--- src/rtl/regfile_wb_arbiter_pkg.sv ---
// Shared definitions for the register-file write-side front end.
// Holds the register-file geometry defaults, the x0 index and the write-request bundle.
package regfile_wb_arbiter_pkg;

    localparam int unsigned DATA_WIDTH_DEF     = 32;
    localparam int unsigned REG_ADDR_WIDTH_DEF = 5;
    localparam int unsigned REG_DEPTH_DEF      = 32;

    // Hard-wired zero register; writes to it are consumed but never reach the file.
    localparam logic [REG_ADDR_WIDTH_DEF-1:0] REG_X0 = '0;

    // One register-file write request.
    typedef struct packed {
        logic                          we;
        logic [REG_ADDR_WIDTH_DEF-1:0] rd;
        logic [DATA_WIDTH_DEF-1:0]     data;
    } wr_req_t;

endpackage

--- src/rtl/wb_sync_fifo.sv ---
// Small synchronous FIFO buffering coprocessor results.
// Ports: clk, rst (sync, active-high), push/push_data (write side),
//        pop/head (read side, head is first-word-fall-through), full, empty.
// Push is ignored when full, pop is ignored when empty; no full-bypass.
module wb_sync_fifo #(
    parameter int unsigned WIDTH = 8,
    parameter int unsigned DEPTH = 4
) (
    input  logic             clk,
    input  logic             rst,
    input  logic             push,
    input  logic [WIDTH-1:0] push_data,
    input  logic             pop,
    output logic [WIDTH-1:0] head,
    output logic             full,
    output logic             empty
);

    localparam int unsigned PTR_W = (DEPTH > 1) ? $clog2(DEPTH) : 1;
    localparam int unsigned CNT_W = $clog2(DEPTH + 1);

    logic [WIDTH-1:0] mem [DEPTH];
    logic [PTR_W-1:0] wr_ptr;
    logic [PTR_W-1:0] rd_ptr;
    logic [CNT_W-1:0] count;
    logic             do_push;
    logic             do_pop;

    assign do_push = push && !full;
    assign do_pop  = pop && !empty;
    assign full    = (count == CNT_W'(DEPTH));
    assign empty   = (count == '0);
    assign head    = mem[rd_ptr];

    // Pointers wrap naturally because DEPTH is a power of two.
    always_ff @(posedge clk) begin
        if (rst) begin
            wr_ptr <= '0;
            rd_ptr <= '0;
            count  <= '0;
        end else begin
            if (do_push) begin
                wr_ptr <= wr_ptr + PTR_W'(1);
            end
            if (do_pop) begin
                rd_ptr <= rd_ptr + PTR_W'(1);
            end
            case ({do_push, do_pop})
                2'b10:   count <= count + CNT_W'(1);
                2'b01:   count <= count - CNT_W'(1);
                default: count <= count;
            endcase
        end
    end

    // Storage needs no reset; contents are only read while count is non-zero.
    always_ff @(posedge clk) begin
        if (do_push) begin
            mem[wr_ptr] <= push_data;
        end
    end

endmodule

--- src/rtl/regfile_wb_arbiter.sv ---
// Write-side front end of the register file: merges pipeline writebacks and
// buffered coprocessor results onto the single write port, and tracks which
// registers still await a coprocessor result.
// Ports: clk, rst (sync, active-high);
//        pipe_we/pipe_rd/pipe_data in, stall_pipe out (pipeline writeback);
//        cop_issue/cop_issue_rd in (marks a destination pending);
//        cop_valid/cop_rd/cop_data in, cop_ready out (coprocessor results);
//        rf_we/rf_rd/rf_data out (registered register-file write port);
//        chk_rs1/chk_rs2 in, rs1_pending/rs2_pending out (decode hazard query).
module regfile_wb_arbiter
    import regfile_wb_arbiter_pkg::*;
#(
    parameter int unsigned DATA_WIDTH     = DATA_WIDTH_DEF,
    parameter int unsigned REG_ADDR_WIDTH = REG_ADDR_WIDTH_DEF,
    parameter int unsigned REG_DEPTH      = REG_DEPTH_DEF,
    parameter int unsigned FIFO_DEPTH     = 4,
    parameter int unsigned STARVE_LIMIT   = 3
) (
    input  logic                      clk,
    input  logic                      rst,
    input  logic                      pipe_we,
    input  logic [REG_ADDR_WIDTH-1:0] pipe_rd,
    input  logic [DATA_WIDTH-1:0]     pipe_data,
    output logic                      stall_pipe,
    input  logic                      cop_issue,
    input  logic [REG_ADDR_WIDTH-1:0] cop_issue_rd,
    input  logic                      cop_valid,
    output logic                      cop_ready,
    input  logic [REG_ADDR_WIDTH-1:0] cop_rd,
    input  logic [DATA_WIDTH-1:0]     cop_data,
    output logic                      rf_we,
    output logic [REG_ADDR_WIDTH-1:0] rf_rd,
    output logic [DATA_WIDTH-1:0]     rf_data,
    input  logic [REG_ADDR_WIDTH-1:0] chk_rs1,
    input  logic [REG_ADDR_WIDTH-1:0] chk_rs2,
    output logic                      rs1_pending,
    output logic                      rs2_pending
);

    localparam int unsigned ENTRY_W  = REG_ADDR_WIDTH + DATA_WIDTH;
    localparam int unsigned STARVE_W = (STARVE_LIMIT > 0) ? $clog2(STARVE_LIMIT + 1) : 1;

    logic [ENTRY_W-1:0]        fifo_head;
    logic                      fifo_full;
    logic                      fifo_empty;
    logic                      fifo_push;
    logic                      fifo_pop;
    logic [REG_ADDR_WIDTH-1:0] head_rd;
    logic [DATA_WIDTH-1:0]     head_data;
    logic [STARVE_W-1:0]       starve_cnt;
    logic [STARVE_W-1:0]       starve_nxt;
    logic                      force_head;
    logic                      sel_pipe;
    logic [REG_DEPTH-1:0]      pending;
    logic [REG_DEPTH-1:0]      pending_nxt;
    wr_req_t                   sel_req;
    wr_req_t                   rf_q;

    // Coprocessor result buffer.
    wb_sync_fifo #(
        .WIDTH (ENTRY_W),
        .DEPTH (FIFO_DEPTH)
    ) u_fifo (
        .clk       (clk),
        .rst       (rst),
        .push      (fifo_push),
        .push_data ({cop_rd, cop_data}),
        .pop       (fifo_pop),
        .head      (fifo_head),
        .full      (fifo_full),
        .empty     (fifo_empty)
    );

    assign {head_rd, head_data} = fifo_head;

    // No full-bypass: a pop this cycle does not open a slot for a push this cycle.
    assign cop_ready = !rst && !fifo_full;
    assign fifo_push = cop_valid && cop_ready;

    // The FIFO head takes the port once the pipeline has won STARVE_LIMIT times in a row.
    assign force_head = (starve_cnt == STARVE_W'(STARVE_LIMIT)) && !fifo_empty;
    assign stall_pipe = force_head && pipe_we;
    assign sel_pipe   = pipe_we && !force_head;
    assign fifo_pop   = !sel_pipe && !fifo_empty;

    // Source selection, starvation tracking and scoreboard update.
    always_comb begin
        sel_req     = '0;
        starve_nxt  = starve_cnt;
        pending_nxt = pending;

        if (sel_pipe) begin
            sel_req.we   = (pipe_rd != REG_ADDR_WIDTH'(REG_X0));
            sel_req.rd   = REG_ADDR_WIDTH_DEF'(pipe_rd);
            sel_req.data = DATA_WIDTH_DEF'(pipe_data);
        end else if (fifo_pop) begin
            sel_req.we   = (head_rd != REG_ADDR_WIDTH'(REG_X0));
            sel_req.rd   = REG_ADDR_WIDTH_DEF'(head_rd);
            sel_req.data = DATA_WIDTH_DEF'(head_data);
            pending_nxt[head_rd] = 1'b0;
        end

        // A non-empty FIFO that is not popped means the pipeline just won.
        if (fifo_empty || fifo_pop) begin
            starve_nxt = '0;
        end else if (starve_cnt != STARVE_W'(STARVE_LIMIT)) begin
            starve_nxt = starve_cnt + STARVE_W'(1);
        end

        // Applied after the clear so a same-index set wins.
        if (cop_issue && (cop_issue_rd != REG_ADDR_WIDTH'(REG_X0))) begin
            pending_nxt[cop_issue_rd] = 1'b1;
        end
    end

    // State and registered write port.
    always_ff @(posedge clk) begin
        if (rst) begin
            rf_q       <= '0;
            starve_cnt <= '0;
            pending    <= '0;
        end else begin
            rf_q       <= sel_req;
            starve_cnt <= starve_nxt;
            pending    <= pending_nxt;
        end
    end

    assign rf_we   = rf_q.we;
    assign rf_rd   = REG_ADDR_WIDTH'(rf_q.rd);
    assign rf_data = DATA_WIDTH'(rf_q.data);

    // x0 never waits on anything.
    assign rs1_pending = (chk_rs1 != REG_ADDR_WIDTH'(REG_X0)) && pending[chk_rs1];
    assign rs2_pending = (chk_rs2 != REG_ADDR_WIDTH'(REG_X0)) && pending[chk_rs2];

endmodule

--- config.mk ---
export PLATFORM = sky130hd
export DESIGN_NAME = regfile_wb_arbiter
export DESIGN_NICKNAME = d
export VERILOG_FILES = /design/src/rtl/regfile_wb_arbiter_pkg.sv /design/src/rtl/wb_sync_fifo.sv /design/src/rtl/regfile_wb_arbiter.sv
export SDC_FILE = /design/constraint.sdc
export NUM_CORES = 1
export LEC_CHECK = 0
export ABC_AREA = 1
export CELL_PAD_IN_SITES_DETAIL_PLACEMENT = 1
export CELL_PAD_IN_SITES_GLOBAL_PLACEMENT = 1
export CORE_ASPECT_RATIO = 0.6
export CORE_UTILIZATION = 44
export CTS_BUF_LIST = sky130_fd_sc_hd__clkbuf_4
export DETAILED_ROUTE_END_ITERATION = 7
export GPL_ROUTABILITY_DRIVEN = 0
export PLACE_DENSITY_LB_ADDON = 0.1
export SLEW_MARGIN = 20
export SYNTH_ARGS = -nofsm -noshare
export SYNTH_HDL_FRONTEND = slang
export SYNTH_HIERARCHICAL = 1
export SYNTH_SLANG_ARGS = --single-unit
export TNS_END_PERCENT = 100
--- constraint.sdc ---
create_clock -name clk -period 4.45 [get_ports clk]
set_input_delay 1.335 -clock clk [delete_from_list [all_inputs] [get_ports clk]]
set_output_delay 1.335 -clock clk [all_outputs]
set_load 0.02 [all_outputs]
==> reports/qor.yml <==
global_routing:
  grt_pass1_wl_um: 44400
  grt_overflow: 0
  grt_pass1_vias: 7921
  antenna_found_initial: 1
  grt_start_max_net_pins: 76
  grt_usage: 0.258
placement:
  portBuffers: 135
  place_inst: 1356
  hpwl_um: 18500
timing:
  period_share: 0.955
  setup_viol: 0
  setup_tns_ns: 0
  fin_skew_ns: 0.0333
  layout_min_cycle_time_ns: 4.25
  slew_viol_final: 0
  rsz0062_at_grt: "false"
  hold_violations: 0
  slew_headroom: 0.376
  fmax_mhz: 235
  tightestPinTransition_ns: 0.937
clock_tree:
  h-tree-depth: 2
  post_cts_buffers: 0
  cts.sinks: 229
  cts_made_buffers: 53
  postCtsHoldBufs: 0
  clk_latency_ns: 0.70
  cts_root_buf: "clkbuf_4"
  clock_path_buffers: 3
  clkTransAtPathRegs_ns: 0.06
  tritoncts: "yes"
drt:
  first_iter_violations: 596
  drt.antenna.violating_nets: 0
  totalWireLength_um: 28600
  wl_per_cell_um: 19.7
  vias: 7766
  drc: 0
  via_per_inst: 5.34
  firstDrtPassIters: 5
setup_path:
  critical_path_required_ns: 3.12
  rr_worst_depth: 8
  path_class: "in2out"
  endpoint_kind: "output port"
  path_max_fanout: 9
  cp-start-kind: "input pin"
  arrival_ns: 2.91
finish:
  fin_cells: 1454
  fillers: 2441
  diodes: 0
  num-nets-final: 1233
  syn_to_final_growth_pct: 23.2
  fin_util: 0.562
  drive_gt1_frac: 0.123
hold_path:
  min_path_cells: 2
  hp-class: "reg2reg"
yosys:
  yosysSeqAreaShare: 0.623
  synthesis.nets: 1073
  syn_avg_cell_area_um2: 10.0
  synth_top_cell_by_area: "edfxtp_1"
  netlist_area_mm2: 0.00973
  synth-seq-cells: 229
  synth_top_area_frac: 0.457
  syn_inst: 972
  yosysUniqueCellTypes: 37
  synth.area.top_cells: "edfxtp_1, dfxtp_1, nand2_1"
  yosysWarningCount: 6
flow_run:
  maxCapViolCount: 0
floorplanning:
  design.core.area_mm2: 0.0213
  start_util: 0.456
  fp-row-count: 41
  die_y_um: 117
  fp.dieW_um: 194
  dieArea_mm2: 0.0227
  pin_count: 136
status:
  status: "completed"
pwr:
  powerDensity_mw_per_mm2: 402
  ir_worst_vdd_mv: 0.237
  leakagePower_nw: 4.46
## power by group
| group | switching, mW | internal, mW | total [mW] |
|---|---|---|---|
| clock network | 0.844 | 0.900 | 1.74 |
| logic | 0.443 | 0.258 | 0.701 |
| registers | 0.0383 | 2.34 | 2.38 |
## routing by layer
metal | global-route usage | vias to the layer above | share of wire
met5 | 0 | - | 0.00045
met4 | 0.0772 | 2 | 0.015
met3 | 0.0556 | 43 | 0.067
met2 | 0.386 | 257 | 0.43
met1 | 0.377 | 3760 | 0.49
li1 | - | 3704 | -
## path summary, 6_finish.rpt
check / start / endpoint / slack (ns)
worst min-delay path: pending[0] / pending[0] / 0.47
worst max-delay path: chk_rs2[1] / rs2_pending / 0.20
worst max register to register: flop / pending[17] / 1.18
worst min register to register: pending[0] / pending[0] / 0.47
## final cells by class
type                            instances  area (um2)  area share
Multi-Input combinational cell        614        3030       0.252
Sequential cell                       229        6070       0.506
Tap cell                              279         349      0.0291
Clock inverter                          9        43.8     0.00365
Inverter                               81         317      0.0264
Timing Repair Buffer                  153        1520       0.127
Clock buffer                           89         668      0.0557
## sequential cells by signal (all words and copies together), names as in the netlist, named ones only
| register | flops |
|---|---|
| pending | 32 |
| u_fifo/count | 3 |
| rf_rd | 5 |
| u_fifo/wr_ptr | 2 |
| rf_we | 1 |
| starve_cnt | 2 |
| rf_data | 32 |
| u_fifo/rd_ptr | 2 |
| u_fifo/mem | 148 |
## worst max-delay path, cell delays in order
cell and delay [ns]:
clkdlybuf4s50_1 0.48, clkinv_1 0.24, nand3_1 0.18, nand2_1 0.07
nand2_1 0.06, nand2_1 0.04, inv_1 0.04, nand2_1 0.05
nand2_1 0.06, nand2_1 0.04, dlygate4sd2_1 0.31
## layout by cell type (no fill, tap or decap), types with 2 or more instances in the layout
cell type        count
nand3_1             50
dfxtp_1             80
clkinvlp_4           2
nor2_1             132
a31oi_1              2
o21ai_0             80
o21ai_1             28
nor3_2               2
buf_4               15
inv_2                4
nor2_4               4
o32ai_1              3
nand2_1            177
nand2_2              3
clkdlybuf4s50_1    131
o22ai_1             37
buf_12               3
clkinv_1             7
inv_4                2
a22oi_2             12
dlygate4sd2_1        2
edfxtp_1           148
clkbuf_4            89
nor3_1              11
inv_1               72
clkinv_2             2
a21oi_1             36
ha_1                 6
a22oi_1             22
## cell usage after synthesis, drive strengths merged
cell,n
nor3b,1
fa,1
clkbuf,17
nor2,136
dfxtp,81
a21oi,37
o32ai,3
or2,1
a31oi,2
xor2,1
nand3,50
inv,79
mux2i,1
nand2,181
ha,6
o22ai,37
clkinv,2
o31ai,1
o21ai,108
nor3,14
buf,31
a22oi,34
edfxtp,148
## repair_timing
action                                  in CTS  in global routing
cloned                                       0                  0
resized for setup                            2                  1
endpoints found under the setup margin       2                  1
## kinds of logic (layout without fill, tap and decap cells)
kind of cell,after synthesis,after routing,synth area share
and+or+nand+nor,383,383,0.160
DFF,229,229,0.623
AOI/OAI and AO/OA,222,222,0.136
buffers and inverters,129,332,0.0688
adders and majority gates,7,7,0.00977
xor gates and xnor gates,1,1,0.000900
muxes,1,1,0.00103
## per-stage QoR
stage	area (um2)	hold slack (ns)	setup slack [ns]	power [mW]
after detailed placement	11300	0.455	-0.145	3.12
after global routing	12000	0.500	0.0312	5.04
after floorplan	9730	0.428	0.267	2.84
after CTS	12000	0.468	0.118	4.88
after global placement	11300	0.437	-0.105	3.10
final	12000	0.470	0.200	4.82
(Power assumes the default switching activity.)
